### config.mk
export PLATFORM = sky130hd
export DESIGN_NAME = sram_like_bridge
export DESIGN_NICKNAME = d
export VERILOG_FILES = /design/src/rtl/sram_like_bridge.sv
export SDC_FILE = /design/constraint.sdc
export NUM_CORES = 1
export LEC_CHECK = 0
export CORE_ASPECT_RATIO = 0.6
export CORE_MARGIN = 2
export CORE_UTILIZATION = 45
export DETAILED_ROUTE_END_ITERATION = 16
export DONT_BUFFER_PORTS = 1
export GPL_ROUTABILITY_DRIVEN = 0
export PLACE_DENSITY_LB_ADDON = 0.1
export SYNTH_ARGS = -nofsm -noshare
export SYNTH_HDL_FRONTEND = slang
export SYNTH_SLANG_ARGS = --single-unit
### constraint.sdc
create_clock -name cpu_clk_50M -period 2.6 [get_ports cpu_clk_50M]
set_clock_uncertainty 0.2 [all_clocks]
set_input_delay 0.52 -clock cpu_clk_50M [delete_from_list [all_inputs] [get_ports cpu_clk_50M]]
set_output_delay 0.52 -clock cpu_clk_50M [all_outputs]
set_load 0.02 [all_outputs]
### src/rtl/sram_like_bridge.sv
// sram_like_bridge: serialises the core's single-cycle SRAM-style instruction and data
// ports onto one SRAM-like request/response bus. One transaction is outstanding at a time.
// While any request presented this cycle has not completed, stallreq holds the core.
//
// Ports:
//   cpu_clk_50M, cpu_rst_n      clock, asynchronous active-low reset
//   ice, iaddr, inst            fetch request/address, last fetched word
//   dce, daddr, dwe, din, dm    data request/address/byte strobes/store data, last load word
//   flush                       pipeline flush; cancels core requests, drops in-flight result
//   stallreq                    core must hold its requests and not advance
//   req, wr, wstrb, addr, wdata bus request phase (driven from latched fields)
//   addr_ok, data_ok, rdata     bus address accept, completion, read data
module sram_like_bridge #(
    parameter int unsigned ADDR_W     = 32,
    parameter int unsigned DATA_W     = 32,
    parameter bit          DATA_FIRST = 1'b1
) (
    input  logic                cpu_clk_50M,
    input  logic                cpu_rst_n,
    input  logic                ice,
    input  logic [ADDR_W-1:0]   iaddr,
    output logic [DATA_W-1:0]   inst,
    input  logic                dce,
    input  logic [ADDR_W-1:0]   daddr,
    input  logic [DATA_W/8-1:0] dwe,
    input  logic [DATA_W-1:0]   din,
    output logic [DATA_W-1:0]   dm,
    input  logic                flush,
    output logic                stallreq,
    output logic                req,
    output logic                wr,
    output logic [DATA_W/8-1:0] wstrb,
    output logic [ADDR_W-1:0]   addr,
    output logic [DATA_W-1:0]   wdata,
    input  logic                addr_ok,
    input  logic                data_ok,
    input  logic [DATA_W-1:0]   rdata
);

    localparam int unsigned StrbW = DATA_W / 8;

    typedef enum logic [1:0] {StIdle, StAddr, StData} state_e;

    state_e             state_q, state_d;
    logic               i_done_q, i_done_d;
    logic               d_done_q, d_done_d;
    logic               discard_q, discard_d;
    logic               sel_d_q, sel_d_d;     // 1: data channel owns the transaction
    logic               wr_q, wr_d;
    logic [StrbW-1:0]   wstrb_q, wstrb_d;
    logic [ADDR_W-1:0]  addr_q, addr_d;
    logic [DATA_W-1:0]  wdata_q, wdata_d;
    logic [DATA_W-1:0]  inst_q, inst_d;
    logic [DATA_W-1:0]  dm_q, dm_d;

    logic pend_i, pend_d, pick_d;

    always_comb begin
        pend_i   = ice & ~i_done_q;
        pend_d   = dce & ~d_done_q;
        pick_d   = pend_d & (DATA_FIRST | ~pend_i);
        stallreq = ~flush & (pend_i | pend_d);

        state_d   = state_q;
        i_done_d  = i_done_q;
        d_done_d  = d_done_q;
        discard_d = discard_q;
        sel_d_d   = sel_d_q;
        wr_d      = wr_q;
        wstrb_d   = wstrb_q;
        addr_d    = addr_q;
        wdata_d   = wdata_q;
        inst_d    = inst_q;
        dm_d      = dm_q;

        unique case (state_q)
            StIdle: begin
                if ((pend_i | pend_d) && !flush) begin
                    state_d = StAddr;
                    sel_d_d = pick_d;
                    if (pick_d) begin
                        addr_d  = daddr;
                        wr_d    = |dwe;
                        wstrb_d = dwe;
                        wdata_d = din;
                    end else begin
                        addr_d  = iaddr;
                        wr_d    = 1'b0;
                        wstrb_d = '0;
                        wdata_d = '0;
                    end
                end
            end
            StAddr: begin
                if (flush) discard_d = 1'b1;
                if (addr_ok) state_d = StData;
            end
            StData: begin
                if (data_ok) begin
                    // A flush arriving together with data_ok also drops the result.
                    if (!discard_q && !flush) begin
                        if (sel_d_q) begin
                            d_done_d = 1'b1;
                            if (!wr_q) dm_d = rdata;
                        end else begin
                            i_done_d = 1'b1;
                            inst_d   = rdata;
                        end
                    end
                    discard_d = 1'b0;
                    state_d   = StIdle;
                end else if (flush) begin
                    discard_d = 1'b1;
                end
            end
            default: state_d = StIdle;
        endcase

        // The core advances in any cycle without a stall, so its next request is new.
        if (flush || !stallreq) begin
            i_done_d = 1'b0;
            d_done_d = 1'b0;
        end
    end

    always_ff @(posedge cpu_clk_50M or negedge cpu_rst_n) begin
        if (!cpu_rst_n) begin
            state_q   <= StIdle;
            i_done_q  <= 1'b0;
            d_done_q  <= 1'b0;
            discard_q <= 1'b0;
            sel_d_q   <= 1'b0;
            wr_q      <= 1'b0;
            wstrb_q   <= '0;
            addr_q    <= '0;
            wdata_q   <= '0;
            inst_q    <= '0;
            dm_q      <= '0;
        end else begin
            state_q   <= state_d;
            i_done_q  <= i_done_d;
            d_done_q  <= d_done_d;
            discard_q <= discard_d;
            sel_d_q   <= sel_d_d;
            wr_q      <= wr_d;
            wstrb_q   <= wstrb_d;
            addr_q    <= addr_d;
            wdata_q   <= wdata_d;
            inst_q    <= inst_d;
            dm_q      <= dm_d;
        end
    end

    assign req   = (state_q == StAddr);
    assign wr    = wr_q;
    assign wstrb = wstrb_q;
    assign addr  = addr_q;
    assign wdata = wdata_q;
    assign inst  = inst_q;
    assign dm    = dm_q;

endmodule

==> results of run 1 <==
==> sequential cells by signal, indices dropped and copies added, names as in the netlist <==
| signal | count |
|---|---|
| discard_q | 1 |
| i_done_q | 1 |
| dm | 32 |
| wstrb | 4 |
| addr | 32 |
| state_q | 2 |
| inst | 32 |
| d_done_q | 1 |
| sel_d_q | 1 |
| wdata | 32 |
| wr | 1 |
==> cells by family (layout without fill, tap and decap cells) <==
kind of cell	after synthesis	count (layout)	synth area share
flops	139	139	0.6113
simple gates	116	116	0.08377
mux	98	98	0.1869
compound gates	78	78	0.07212
buf+inv	35	43	0.03496
fa+ha+maj	5	5	0.01099
==> worst max-delay path, delay by kind of cell (launching register included) <==
family        cells  cell delay (ns)
flops             1             0.40
simple gates      3             0.73
==> power groups by stage <==
stage	combinational (mW)	sequential, mW	clock (mW)
after global placement	1.08	4.88	0
after global routing	1.34	4.94	2.51
final	1.14	4.82	2.34
after detailed placement	1.16	4.87	0
after floorplan	0.983	4.60	0
after CTS	1.16	4.85	2.42
==> synth_stat cells, drive strengths merged, types with 2 or more instances <==
cell type	n
ha	5
clkbuf	8
nor2b	2
dfrtp	139
o21ai	71
mux2	66
buf	22
mux2i	32
nand2	107
inv	5
nor2	2
a21oi	2
==> path summary, 6_finish.rpt <==
kind                            start         to  cells after the start
hold / removal              cpu_rst_n   addr[12]                      0
setup reg to reg           state_q[0]    inst[1]                      7
min in group cpu_clk_50M      data_ok  discard_q                      1
hold reg to reg              i_done_q   i_done_q                      1
max in group asynchronous   cpu_rst_n  wdata[28]                      0
setup / recovery             d_done_q   stallreq                      3
==> routing by layer <==
| metal | part of all wire | wire (um) |
|---|---|---|
| met1 | 0.39 | 4799 |
| met2 | 0.49 | 6016 |
| met3 | 0.11 | 1365 |
| met4 | 0.0064 | 79 |
| met5 | 0 | 0 |
==> final cells by class <==
class / count / area (um^2) / area share
sequential: 139 / 3478 / 0.5446
multi-input combinational: 297 / 2027 / 0.3173
timing repair buffer: 6 / 72.57 / 0.01136
clock inverter: 13 / 131.4 / 0.02057
inverter: 5 / 18.77 / 0.002938
tap: 165 / 206.4 / 0.03232
clock buffer: 19 / 452.9 / 0.07091
==> stage by stage <==
stage	cell area (um^2)	std cells	power, mW
2_1_floorplan	5690	471	5.580
3_3_place_gp	5793	611	5.958
3_5_place_dp	5793	611	6.036
4_1_cts	6387	644	8.430
5_1_grt	6387	644	8.796
6_report	6387	644	8.294
==> summary.md, run 1 <==
| Metric | Value |
|---|---|
| Clock latency on the worst-skew pair | 0.39 ns |
| Crit path max fanout | 3 |
| R2r setup slk | 0.41 ns |
| Min Tclk post-route | 2.240 ns |
| Yosys top cell area share | 0.6113 |
| Largest net degree at the start of global routing | 141 |
| DR DRC count | 0 |
| Endpoints failing hold | 139 |
| Final design utilization | 0.5245 |
| Initial antenna violation count | 0 |
| Worst path arrival time | 1.52 ns |
| IO Port Bufs | 0 |
| Met1 GRT Util | 0.2032 |
| Synthesized area | 5690 um^2 |
| Unrepaired setup endpoints after global routing | false |
| # IOs | 274 |
| Synth area leaders | dfrtp_1 (61%), mux2_2 (13%), nand2_1 (7.1%) |
| Commonest non-fill, non-tap cell in the layout | dfrtp_1 |
| Met2 Use GR | 0.3026 |
| Flops & latches, synth | 139 |
| HPWL Detailed | 8678 um |
| Share of async-settable or async-resettable flops after synthesis | 1.000 |
| Hold buffers post-CTS | 1 |
| Place WS | 0.3988 ns |
| PD cells | 1298 nW/um^2 |
| Comb power frac | 0.138 |
| First-pass GRT wire length | 18800 um |
| Gr busiest metal | met2 |
| Syn_nets | 615 |
| Crit path kind | reg2out |
| P_sw | 3.293 mW |
| Critical Path Most Common Cell | nor2_1 |
| Most frequent cells in the layout | dfrtp_1 (139), nand2_1 (107), o21ai_0 (71) |
| Startpoint Class | register |
| Endpoints failing setup | 0 |
| Nets@finish | 610 |
| Die Ht | 91.11 um |
| Worst-path cell chain | nor2b_2 -> nor2_1 -> nor2_1 |
| First drt pass iteration count | 4 |
| Req. time, crit path | 1.88 ns |
| Critical path's slowest cell | dfrtp_1 |
| Rows | 31 |
| Final WS setup | 0.3596 ns |
| Worst slew pin tran | 0.5288 ns |
| Crit share post-route | 0.8617 |
| Die area | 13590 um^2 |
| GR Overflow Total | 0 |
| CTS tree | yes |
| Slowest Stage Delay on Critical Path | 0.40 ns |
| Largest area contributor in the netlist | dfrtp_1 |
| Max Cap Viol | 0 |
| Post-synth EDFFs | 0 |
| Crit. End Element | output pin |
| Final Max Slew Viols | 0 |
| Violated checks | hold timing |
| Area delta synth->final | 12.25% |
| Clock power share | 0.282 |
| Leak Pwr | 3.099 nW |
| Sequential Power Share | 0.581 |
| GRT Total Usage | 0.1794 |
| Routed WL | 12260 um |
| Int Pwr | 5.001 mW |
| Post-CTS Setup Bufs | 0 |
| Status | finished, violations left |
| Sw Share | 0.3970 |
| Synth Warn # | 0 |
| Share of cells above drive strength 1 | 0.2276 |
| Via count of the first global-routing pass | 3508 |
| Number of fill cells in the layout | 1117 |
| CTS buffer count | 17 |
| Via count | 3363 |
| DRT iter0 DRCs | 140 |
| Relative slew margins | 0.6474 |
| TNS Setup | 0 ns |
| Post-CTS sizing | 0 |
| DIE WIDTH | 149.2 um |
| Antenna diode count | 0 |
| Mapped Avg Cell Area | 12.08 um^2 |
| Routed WL per cell | 19.04 um |
| Deepest clock path buffer count | 2 |
| WHS | -0.3925 ns |
| Highest clock rate | 446.4 MHz |
| Via density | 5.222 |
| CORE AREA | 12180 um^2 |
| Starting Density | 0.4672 |
| Clk Tree Root Cell | clkbuf_16 |
| Hold Crit Class | in2async |
| ANT nets after route | 0 |
| Max VDD drop | 0.0004358 V |
| CTS clk-pin slew, worst paths | 0.06 ns |
| H-tree level count | 4 |
| Sequential cell area fraction in the yosys report | 0.6113 |
| Mapped Cells | 471 |
| Synth Flop Type | dfrtp_1 |
| Met3 usage | 0.08090 |
| Distinct cells, synth | 24 |
| Clock sink total | 139 |
Power figures use the tool's default switching activity.
==> run 2, diff against run 1 <==
CTS_BUF_LIST = sky130_fd_sc_hd__clkbuf_16   (was default)
RECOVER_POWER = 100   (was default)
==> summary.md, run 2 (synthesized netlist as in run 1, its figures left out) <==
| Metric | Value |
|---|---|
| Worst path bufs/invs | 3 (+3) |
| Violated checks | hold timing |
| Endpoints failing hold | 139 (unchanged) |
| Most frequent cells in the layout | dfrtp_1 (139), nand2_1 (107), o21ai_0 (71) |
| Crit path kind | reg2reg |
| DR DRC count | 0 (unchanged) |
| Number of fill cells in the layout | 1120 (+0.27%) |
| Min Tclk post-route | 2.256 ns (+0.01594 ns) |
| Antenna diode count | 0 (unchanged) |
| Via count | 3379 (+0.48%) |
| Share of cells above drive strength 1 | 0.2192 (-0.008351) |
| CP top delay family | buffers and inverters |
| Clock latency on the worst-skew pair | 0.40 ns (about the same) |
| Crit path max fanout | 32 (+29) |
| Routed WL per cell | 19.04 um (about the same) |
| H-tree level count | 4 (unchanged) |
| Relative slew margins | 0.4728 (-0.1747) |
| Hold buffers post-CTS | 1 (unchanged) |
| Initial antenna violation count | 0 (unchanged) |
| Finished Layout Cells | 644 (unchanged) |
| Clock sink total | 139 (unchanged) |
| Largest net degree at the start of global routing | 141 (unchanged) |
| CORE AREA | 12180 um^2 (unchanged) |
| Die area | 13590 um^2 (unchanged) |
| Critical Path Most Common Cell | inv_1 |
| Final design utilization | 0.5205 (-0.003903) |
| Clock power share | 0.277 (-0.005) |
| Endpoints failing setup | 0 (unchanged) |
| Worst-path cell chain | inv_1 -> ha_1 -> inv_1 -> nor4b_4 -> nand3b_2 -> buf_2 -> mux2_2 |
| Final std cell area, no fill | 6340 um^2 (-0.74%) |
| Starting Density | 0.4672 (unchanged) |
| Comb power frac | 0.136 (-0.002) |
| # IOs | 274 (unchanged) |
| First-pass GRT wire length | 18840 um (+0.22%) |
| Slowest Stage Delay on Critical Path | 0.60 ns (+0.20 ns) |
| DIE WIDTH | 149.2 um (unchanged) |
| Leak Pwr | 3.077 nW (-0.72%) |
| CTS buffer count | 17 (unchanged) |
| Status | finished, violations left |
| Via count of the first global-routing pass | 3512 (+0.11%) |
| Crit share post-route | 0.8678 (+0.006130) |
| Area delta synth->final | 11.41% |
| Unrepaired setup endpoints after global routing | false |
| CTS tree | yes |
| Max Cap Viol | 0 (unchanged) |
| Deepest clock path buffer count | 2 (unchanged) |
| Int Pwr | 4.928 mW (-1.5%) |
| GRT Total Usage | 0.1799 (+0.0005265) |
| Critical path's slowest cell | buf_2 |
| WHS | -0.3922 ns (+0.0002380 ns) |
| Req. time, crit path | 2.68 ns (+0.80 ns) |
| Post-CTS Setup Bufs | 0 (unchanged) |
| TNS Setup | 0 ns (unchanged) |
| Final Max Slew Viols | 0 (unchanged) |
| Commonest non-fill, non-tap cell in the layout | dfrtp_1 |
| Worst slew pin tran | 0.7908 ns (+0.2620 ns) |
| Highest clock rate | 443.2 MHz (-0.71%) |
| Sequential Power Share | 0.587 (+0.006) |
| P_sw | 3.287 mW (-0.16%) |
| Startpoint Class | register |
| Die Ht | 91.11 um (unchanged) |
| Clk Tree Root Cell | clkbuf_16 |
| Rows | 31 (unchanged) |
| Routed WL | 12260 um (about the same) |
| DRT iter0 DRCs | 143 (+2.1%) |
| Via density | 5.247 (+0.48%) |
| Post-CTS sizing | 0 (unchanged) |
| First drt pass iteration count | 4 (unchanged) |
| Sw Share | 0.4002 (+0.003153) |
| GR Overflow Total | 0 (unchanged) |
| HPWL Detailed | 8678 um (unchanged) |
| Hold Crit Class | in2async |
| IO Port Bufs | 0 (unchanged) |
| CTS clk-pin slew, worst paths | 0.06 ns (about the same) |
| Placed Area | 5793 um^2 (unchanged) |
| Worst path arrival time | 2.34 ns (+0.82 ns) |
| DP Cell Count | 611 (unchanged) |
| Crit. End Element | register |
| Nets@finish | 610 (unchanged) |
| ANT nets after route | 0 (unchanged) |
| Max VDD drop | 0.0004350 V (-0.17%) |
| PD cells | 1296 nW/um^2 (-0.20%) |
## run 2: cell types whose count changed in the layout (fill, tap and decap cells not counted), sizes merged
cell,before,now
clkbuf,19,17
clkinv,1,3
## run 2: layout make-up
class                           instances  area [um^2]  area share
Timing Repair Buffer                    6        61.31    0.009670
Multi-Input combinational cell        297         2011      0.3172
Clock buffer                           17        425.4     0.06710
Clock inverter                         15        138.9     0.02191
Tap cell                              165        206.4     0.03256
Inverter                                5        18.77    0.002960
Sequential cell                       139         3478      0.5486
## run 2: worst register-to-register path, stage by stage, from the launching register on
cell	delay [ns]
dfrtp_1	0.39
inv_1	0.09
ha_1	0.21
inv_1	0.11
nor4b_4	0.06
nand3b_2	0.06
buf_2	0.60
mux2_2	0.42
## run 2: path summary, 6_finish.rpt
kind	from	end	slack, ns	depth (start not counted)
min in group cpu_clk_50M	data_ok	discard_q	0.03	1
min	cpu_rst_n	addr[12]	-0.39	0
min reg2reg	i_done_q	i_done_q	0.30	1
max	state_q[0]	dm[1]	0.34	7
max in group asynchronous	cpu_rst_n	wdata[28]	2.30	0
max reg2reg	state_q[0]	dm[1]	0.34	7
## run 2: power groups by stage
stage | combinational (mW) | clock (mW) | sequential, mW
6_report | 1.12 | 2.28 | 4.82
5_1_grt | 1.32 | 2.46 | 4.94
4_1_cts | 1.16 | 2.36 | 4.85
3_5_place_dp | 1.16 | 0 | 4.87
3_3_place_gp | 1.08 | 0 | 4.88
2_1_floorplan | 0.983 | 0 | 4.60
## run 2: per-layer routing
| metal | track usage | vias up | wire (um) |
|---|---|---|---|
| li1 | - | 1590 | - |
| met1 | 0.2038 | 1629 | 4692 |
| met2 | 0.3038 | 151 | 6018 |
| met3 | 0.08090 | 9 | 1430 |
| met4 | 0.05952 | 0 | 121 |
| met5 | 0 | - | 0 |
## run 2: metrics by stage
step                power [mW]  worst slack, ns  hold WS (ns)
finish                   8.215           0.3437       -0.3922
global route             8.719           0.1633       -0.4186
CTS                      8.372           0.3052       -0.4158
detailed placement       6.036           0.3988       0.02609
global placement         5.958           0.4397       0.02662
floorplan                5.580           0.5130       0.02441
==> run 3, diff against run 2 <==
CORE_UTILIZATION = 63   (was 45)
SLEW_MARGIN = 20   (was default)
==> summary.md, run 3 (synthesized netlist as in run 1, its figures left out) <==
| Metric | Value |
|---|---|
| Status | finished, violations left |
| Violated checks | hold timing |
| Largest net degree at the start of global routing | 141 (unchanged) |
| Req. time, crit path | 2.69 ns (about the same) |
| Via count of the first global-routing pass | 3602 (+2.6%) |
| Crit path max fanout | 32 (unchanged) |
| Met1 GRT Util | 0.2931 (+0.08924) |
| Hold Crit Class | in2async |
| Clk Tree Root Cell | clkbuf_16 |
| Worst path bufs/invs | 3 (unchanged) |
| CORE AREA | 8653 um^2 (-29%) |
| Worst path arrival time | 2.49 ns (+0.15 ns) |
| IO Port Bufs | 0 (unchanged) |
| DIE WIDTH | 126.7 um (-15%) |
| First drt pass iteration count | 4 (unchanged) |
| Via density | 5.901 (+12%) |
| Max VDD drop | 0.0006553 V (+51%) |
| Deepest clock path buffer count | 2 (unchanged) |
| Gr busiest metal | met2 |
| Rows | 26 (-16%) |
| Unrepaired setup endpoints after global routing | false |
| Crit. End Element | register |
| DP Cell Count | 558 (-8.7%) |
| Share of cells above drive strength 1 | 0.2146 (-0.004623) |
| Final design utilization | 0.7263 (+0.2057) |
| Die Ht | 77.62 um (-15%) |
| Die area | 9833 um^2 (-28%) |
| Nets@finish | 611 (+0.16%) |
| Max Cap Viol | 0 (unchanged) |
| GR Overflow Total | 0 (unchanged) |
| Starting Density | 0.6576 (+0.1904) |
| Critical Path Most Common Cell | inv_1 |
| DR DRC count | 0 (unchanged) |
| Crit share post-route | 0.9232 (+0.05540) |
| Final Max Slew Viols | 0 (unchanged) |
| Most frequent cells in the layout | dfrtp_1 (139), nand2_1 (107), o21ai_0 (71) |
| Worst r2r src | state_q[0] |
| PD cells | 1311 nW/um^2 (+1.2%) |
| Clock sink total | 139 (unchanged) |
| ANT nets after route | 0 (unchanged) |
| Endpoints failing setup | 0 (unchanged) |
| Startpoint Class | register |
| Highest clock rate | 416.6 MHz (-6.0%) |
| CTS tree | yes |
| Worst slew pin tran | 0.7825 ns (-0.008308 ns) |
| Relative slew margins | 0.4783 (+0.005538) |
| Hold buffers post-CTS | 2 (+1) |
| Commonest non-fill, non-tap cell in the layout | dfrtp_1 |
| Slowest Stage Delay on Critical Path | 0.40 ns (-0.20 ns) |
| Reg area | 3478 um^2 (unchanged) |
| CTS clk-pin slew, worst paths | 0.06 ns (about the same) |
| Finished Layout Cells | 593 (-7.9%) |
| WHS | -0.3947 ns (-0.002498 ns) |
| Via count | 3499 (+3.6%) |
| TNS Setup | 0 ns (unchanged) |
| Post-CTS Setup Bufs | 0 (unchanged) |
| Leak Pwr | 3.082 nW (+0.19%) |
| Min Tclk post-route | 2.400 ns (+0.1440 ns) |
| Area occupied by multi-input gates | 2027 um^2 (+0.81%) |
| CTS buffer count | 17 (unchanged) |
| # IOs | 274 (unchanged) |
| Endpoints failing hold | 139 (unchanged) |
| DRT iter0 DRCs | 130 (-9.1%) |
| Critical path launch point | state_q[0] |
| HPWL Detailed | 8785 um (+1.2%) |
| Area delta synth->final | 10.44% |
| Clock latency on the worst-skew pair | 0.41 ns (about the same) |
| Crit path kind | reg2reg |
| CP top delay family | buffers and inverters |
| Number of fill cells in the layout | 582 (-48%) |
| H-tree level count | 4 (unchanged) |
| GRT Total Usage | 0.2573 (+0.07739) |
| Met3 usage | 0.1007 (+0.01979) |
| Critical path's slowest cell | dfrtp_1 |
| Met2 Use GR | 0.4368 (+0.1330) |
| Routed WL | 12400 um (+1.1%) |
| Initial antenna violation count | 0 (unchanged) |
| Worst-path cell chain | inv_1 -> ha_1 -> inv_1 -> nor4b_4 -> and2b_2 -> buf_4 -> mux2_2 |
| Routed WL per cell | 20.92 um (+9.8%) |
| First-pass GRT wire length | 19150 um (+1.7%) |
| Post-CTS sizing | 0 (unchanged) |
[run 3: layout make-up]
cell class | count | area share
timing repair buffer | 7 | 0.009357
clock buffer | 17 | 0.06769
tap | 112 | 0.02230
inverter | 5 | 0.002986
clock inverter | 15 | 0.02130
multi-input combinational | 297 | 0.3225
sequential | 139 | 0.5535
antenna | 1 | 0.0003982
[run 3: per-layer routing]
layer / up-vias / wire [um]
met5: - / 0
met4: 0 / 330
met3: 38 / 1019
met2: 163 / 6321
met1: 1705 / 4733
li1: 1593 / -
[run 3: final timing paths]
| check | end | cells after the start | slack (ns) |
|---|---|---|---|
| max | inst[19] | 7 | 0.20 |
| min reg2reg | i_done_q | 1 | 0.33 |
| max reg2reg | inst[19] | 7 | 0.20 |
| max in group asynchronous | inst[2] | 0 | 2.40 |
| min in group cpu_clk_50M | wdata[25] | 2 | 0.05 |
| min | addr[15] | 0 | -0.39 |
[run 3: stage by stage]
stage / area (um^2) / power, mW / hold slack, ns / setup slack (ns)
2_1_floorplan: 5690 / 5.580 / 0.02441 / 0.5130
3_3_place_gp: 5727 / 5.923 / 0.02638 / 0.4357
3_5_place_dp: 5727 / 6.044 / 0.02608 / 0.3621
4_1_cts: 6306 / 8.331 / -0.4111 / 0.2301
5_1_grt: 6282 / 8.663 / -0.4152 / 0.07831
6_report: 6285 / 8.240 / -0.3947 / 0.1997
[run 3: where the power goes]
part | internal (mW) | switching (mW) | leakage, nW | total (mW)
logic | 0.555 | 0.589 | 1.01 | 1.14
clock network | 1.39 | 0.870 | 0.260 | 2.26
registers | 3.05 | 1.79 | 1.82 | 4.84
total | 4.99 | 3.25 | 3.08 | 8.24
